File: src/rtl/inst_encoder.sv
// Two-wide RV32I encoder: turns decode_struct micro-ops back into instruction
// words and packs them into {older, younger} issue bundles. Optional macro: INST_ENC_PAD_TIMEOUT_EN.

package inst_encoder_pkg;
   typedef logic [31:0] word;

   typedef struct packed {
      logic [4:0]  ARegAddrSrc0;
      logic [4:0]  ARegAddrSrc1;
      logic [4:0]  ARegAddrDst;
      logic [31:0] immediate;
      logic [2:0]  ALUOp;
      logic        ALUSrc;
      logic        RegWrite;
      logic        MemRead;
      logic        MemWrite;
   } decode_struct;

   typedef enum logic {
      EMPTY = 1'b0,
      HALF  = 1'b1
   } pack_state_e;
endpackage

module inst_encoder
   import inst_encoder_pkg::*;
#(
   parameter int unsigned PAD_TIMEOUT = 8
) (
   input  logic               i_clk,
   input  logic               i_rst_n,
   input  decode_struct       i_uop,
   input  logic               i_uop_valid,
   output logic               o_uop_ready,
   input  logic               i_flush,
   output word [0:1]          o_insts,
   output logic               o_insts_valid,
   input  logic               i_insts_ready,
   output logic               o_illegal,
   output pack_state_e        o_pack_state
);

   localparam word NOP = '0;

   // Handshakes: a transfer happens on a rising edge where valid && ready;
   // the producer holds valid and data stable until that edge.

   logic [11:0] imm;
   logic [4:0]  rs1, rs2, rd;
   word         enc_word;
   logic        enc_illegal;

   assign imm = i_uop.immediate[11:0];
   assign rs1 = i_uop.ARegAddrSrc0;
   assign rs2 = i_uop.ARegAddrSrc1;
   assign rd  = i_uop.ARegAddrDst;

   always_comb begin
      enc_word    = NOP;
      enc_illegal = 1'b0;
      if (i_uop.MemWrite) begin
         enc_word = {imm[11:5], rs2, rs1, 3'b010, imm[4:0], 7'b0100011};
      end else if (i_uop.MemRead) begin
         enc_word = {imm, rs1, 3'b010, rd, 7'b0000011};
      end else if (i_uop.RegWrite && i_uop.ALUSrc) begin
         case (i_uop.ALUOp)
            3'b001:  enc_word = {imm, rs1, 3'b000, rd, 7'b0010011};
            3'b100:  enc_word = {imm, rs1, 3'b111, rd, 7'b0010011};
            default: enc_illegal = 1'b1;
         endcase
      end else if (i_uop.RegWrite) begin
         case (i_uop.ALUOp)
            3'b001:  enc_word = {7'h00, rs2, rs1, 3'b000, rd, 7'b0110011};
            3'b010:  enc_word = {7'h20, rs2, rs1, 3'b000, rd, 7'b0110011};
            3'b011:  enc_word = {7'h00, rs2, rs1, 3'b100, rd, 7'b0110011};
            3'b101:  enc_word = {7'h20, rs2, rs1, 3'b101, rd, 7'b0110011};
            default: enc_illegal = 1'b1;
         endcase
      end else if (i_uop.ALUOp != 3'b000 || i_uop.ALUSrc) begin
         enc_illegal = 1'b1;
      end
   end

   pack_state_e state_q, state_d;
   word         pend_q;
   logic        flush_pend_q, flush_pend_d;
   word [0:1]   out_q;
   logic        out_valid_q;
   logic        illegal_q;
   logic        out_free, accept, pad_req, timeout_hit;
   logic        emit, pend_load;
   word [0:1]   emit_bundle;

   assign out_free = !out_valid_q || i_insts_ready;
   assign accept   = i_uop_valid && o_uop_ready;
   // A flush or timeout that hits a full output is remembered until it can drain.
   assign pad_req  = i_flush || flush_pend_q || timeout_hit;

`ifdef INST_ENC_PAD_TIMEOUT_EN
   localparam logic [7:0] PAD_TO = 8'(PAD_TIMEOUT);
   logic [7:0] pad_cnt_q;

   always_ff @(posedge i_clk or negedge i_rst_n) begin
      if (!i_rst_n) begin
         pad_cnt_q <= '0;
      end else if (state_q != HALF || accept || state_d != HALF) begin
         pad_cnt_q <= '0;
      end else if (pad_cnt_q != PAD_TO) begin
         pad_cnt_q <= pad_cnt_q + 8'd1;
      end
   end

   assign timeout_hit = (state_q == HALF) && (pad_cnt_q == PAD_TO);
`else
   logic unused_pad_cfg;
   assign unused_pad_cfg = ^8'(PAD_TIMEOUT);
   assign timeout_hit    = 1'b0;
`endif

   always_ff @(posedge i_clk or negedge i_rst_n) begin
      if (!i_rst_n) state_q <= EMPTY;
      else          state_q <= state_d;
   end

   always_comb begin
      state_d      = state_q;
      flush_pend_d = flush_pend_q;
      emit         = 1'b0;
      pend_load    = 1'b0;
      emit_bundle  = {pend_q, enc_word};
      case (state_q)
         EMPTY: begin
            if (accept) begin
               if (i_flush && out_free) begin
                  emit        = 1'b1;
                  emit_bundle = {enc_word, NOP};
               end else begin
                  state_d      = HALF;
                  pend_load    = 1'b1;
                  flush_pend_d = i_flush;
               end
            end
         end
         HALF: begin
            if (accept) begin
               emit         = 1'b1;
               emit_bundle  = {pend_q, enc_word};
               state_d      = EMPTY;
               flush_pend_d = 1'b0;
            end else if (pad_req) begin
               if (out_free) begin
                  emit         = 1'b1;
                  emit_bundle  = {pend_q, NOP};
                  state_d      = EMPTY;
                  flush_pend_d = 1'b0;
               end else begin
                  flush_pend_d = 1'b1;
               end
            end
         end
         default: state_d = EMPTY;
      endcase
   end

   always_comb begin
      o_uop_ready   = (state_q != HALF) || out_free;
      o_pack_state  = state_q;
      o_insts       = out_q;
      o_insts_valid = out_valid_q;
      o_illegal     = illegal_q;
   end

   always_ff @(posedge i_clk or negedge i_rst_n) begin
      if (!i_rst_n) begin
         pend_q       <= NOP;
         flush_pend_q <= 1'b0;
         out_q        <= '0;
         out_valid_q  <= 1'b0;
         illegal_q    <= 1'b0;
      end else begin
         flush_pend_q <= flush_pend_d;
         if (pend_load) pend_q <= enc_word;
         if (emit) begin
            out_q       <= emit_bundle;
            out_valid_q <= 1'b1;
         end else if (i_insts_ready) begin
            out_valid_q <= 1'b0;
         end
         if (accept && enc_illegal) illegal_q <= 1'b1;
      end
   end

   logic unused_imm;
   assign unused_imm = ^i_uop.immediate[31:12];

endmodule

File: config.mk
export PLATFORM = sky130hd
export DESIGN_NAME = inst_encoder
export DESIGN_NICKNAME = d
export VERILOG_FILES = /design/src/rtl/inst_encoder.sv
export SDC_FILE = /design/constraint.sdc
export NUM_CORES = 1
export LEC_CHECK = 0
export ABC_AREA = 1
export CAP_MARGIN = 20
export CORE_MARGIN = 4
export CORE_UTILIZATION = 47
export CTS_CLUSTER_SIZE = 24
export DETAILED_ROUTE_END_ITERATION = 8
export PLACE_DENSITY = 0.82
export SLEW_MARGIN = 15
export SYNTH_ARGS = -nofsm -noshare
export SYNTH_HDL_FRONTEND = slang
export SYNTH_SLANG_ARGS = --single-unit
File: constraint.sdc
create_clock -name i_clk -period 1.7 [get_ports i_clk]
set_input_delay 0.255 -clock i_clk [delete_from_list [all_inputs] [get_ports i_clk]]
set_output_delay 0.255 -clock i_clk [all_outputs]
set_load 0.03 [all_outputs]
==> out/qor.txt <==
GR met3 Demand/Resource = 0.05837
synthesized area per cell = 7.776 µm²
GR peak layer = met2
iteration-0 DRC count of the detailed router = 163
Arr. time, crit path = 1.41 ns
met2 Usage GRT = 0.3660
Max-Cap Viols = 0
Req. time, crit path = 1.44 ns
vias in the first global route = 3,832
H-tree depth = 3
number of buffers and inverters on the critical path = 1
sequential area share after synthesis = 0.5488
global route overflow = 0
number of buffers created by CTS = 9
layout cells sized above 1 = 0.09722
post-synthesis cell count = 516
pwr dens = 1712 nW/µm²
initial antenna violation count = 0
crit path max fanout = 2
Register-to-Register Path Depth = 9
Critical path origin = o_insts[46]
CTS root buffer = clkbuf_8
pre-CTS setup slack = -0.1702 ns
Synth cell types = 24
Max VDD drop = 0.9842 mV
CP max-delay cell = clkdlybuf4s50_1
CTS sink count = 88
HPWL Detailed = 7822 µm
grt met1 use = 0.2694
Layout fillers = 702
antenna viol nets, final = 0
WL/cell = 14.25 µm
post-CTS setup buffers = 0
final worst path period share = 0.9806
Skew-Pair Late Insertion Delay = 0.36 ns
final setup margin = 0.03290 ns
Core ar. = 8258 µm²
fin. max-slew vios = 0
Initial Util = 0.4859
PortBufs = 100
final WL = 10,730 µm
FF-to-FF setup slack = 0.22 ns
via count = 3,800
Clock Skew = 0.007530 ns
setup_tns = 0 ns
Die Wd = 100.4 µm
I/O pin total = 127
leakage = 3.333 nW
1st-pass router iterations = 5
worst r2r src = o_pack_state
Final setup viols = 0
# diodes = 0
min cycle time layout = 1.667 ns
Core Util, Final = 0.6823
largest net degree at the start of global routing = 52
synthesized flop and latch total = 88
commonest cells after routing, fill and taps aside = 262 x nand2_1, 88 x dfrtp_1, 61 x clkdlybuf4s50_1, 47 x nand3_1, 34 x buf_4
Hold Fails Final Rpt = 0
Area Overhead vs Synth = 40.41%
DRC errors left = 0
GP Congestion = 0.8645
Worst path max stage delay = 0.69 ns
status = finished clean
Ys Warns = 0
Crit. End Element = output port
startpoint types = register
r2r endpoint = o_insts[56]
Hold/Removal Path Class = in2async
Max Freq = 599.8 MHz
Die Ht = 100.4 µm
GRT Total Usage = 0.2148
count of standard-cell rows = 33
register clock-pin slew on the reported worst setup and hold paths = 0.10 ns
Vias/cell = 5.046
CTS tree = done
multi-input logic area = 1548 µm²
Synth Cell Area = 4013 µm²
sequential cell area = 2202 µm²
commonest non-fill, non-tap cell in the layout = nand2_1
type of the worst setup path = reg2out
CP top delay family = buffers and inverters
global-route wire length before repair = 17,340 µm
cells along the critical path = clkdlybuf4s50_1
Die ar. = 10,080 µm²
final net count = 702
Max Root-Sink Buffers = 2
## cells by family after synthesis
family / count (synthesis) / share of synthesized area
AND/OR/NAND/NOR: 332 / 0.3330
flip-flops: 88 / 0.5488
buffers and inverters: 63 / 0.07297
AO/OA/AOI/OAI: 32 / 0.04428
other: 1 / 0.0009346
## stage by stage
step | std cells | area, µm² | power [mW] | hold WS (ns)
CTS | 753 | 5550 | 9.781 | 0.2863
floorplan | 521 | 4031 | 6.297 | -0.04059
finish | 753 | 5634 | 9.645 | 0.2925
global route | 753 | 5634 | 10.28 | 0.3094
global placement | 736 | 5349 | 8.219 | 0.1315
detailed placement | 736 | 5349 | 8.373 | 0.1322
## power by group
part / leakage (nW) / total (mW) / internal, mW / switching (mW)
sequential: 1.13 / 3.48 / 2.99 / 0.497
clock: 0.101 / 1.41 / 0.576 / 0.831
combinational: 2.10 / 4.75 / 1.84 / 2.92
total: 3.33 / 9.64 / 5.40 / 4.25
## registers in the layout (all words and copies together), names as in the netlist
name,cells
flush_pend_q,1
o_illegal,1
o_insts,56
o_insts_valid,1
o_pack_state,1
pend_q,28
## synthesized netlist by cell type
cell      number  share of area
nor3_1         2         0.0025
nand3_1       47          0.059
nand4_1        1         0.0016
conb_1         1        0.00093
a31oi_1        1         0.0016
nor2_1        17          0.016
o211ai_1       4         0.0075
nor2_4         1         0.0028
o22ai_1        1         0.0016
dfrtp_1       88           0.55
a21boi_0       1         0.0019
buf_2          6         0.0075
o21bai_1       1         0.0019
nand3_2        1         0.0025
buf_1          2         0.0019
clkinv_1       1        0.00093
buf_4         13          0.024
o21ai_0       17          0.021
nor3_4         1         0.0041
clkbuf_1       6         0.0056
inv_2          3         0.0028
nand2_1      262           0.25
inv_1         32          0.030
o21ai_1        7         0.0087
## area by class of cell
cell class	instances	share of cell area
clock buffers	9	0.02199
flip-flops and latches	88	0.3909
multi-input cells	370	0.2747
clock inverters	7	0.01310
well taps	105	0.02332
repair buffers	138	0.2521
inverters	36	0.02398
## metal layers
| metal | routed length [µm] | vias to the layer above | part of all wire |
|---|---|---|---|
| li1 | - | 1849 | - |
| met1 | 4336 | 1775 | 0.40 |
| met2 | 5351 | 157 | 0.50 |
| met3 | 904 | 19 | 0.084 |
| met4 | 139 | 0 | 0.013 |
| met5 | 0 | - | 0 |
## worst max path at each step
stage / to / slack (ns) / cells past startpoint
after detailed placement: o_insts[46] / -0.17 / 9
after floorplan: o_insts[12] / 0.03 / 8
after CTS: o_insts[47] / 0.002 / 1
after global placement: o_insts[37] / -0.10 / 8
after global routing: o_insts[28] / -0.01 / 1
final: o_insts[46] / 0.03 / 1
## what timing repair did
item,in CTS,in global routing
hold buffers,1,0
resized for setup,5,33
endpoints found under the hold margin,15,0
endpoints found under the setup margin,5,39
Power figures use the tool's default switching activity.
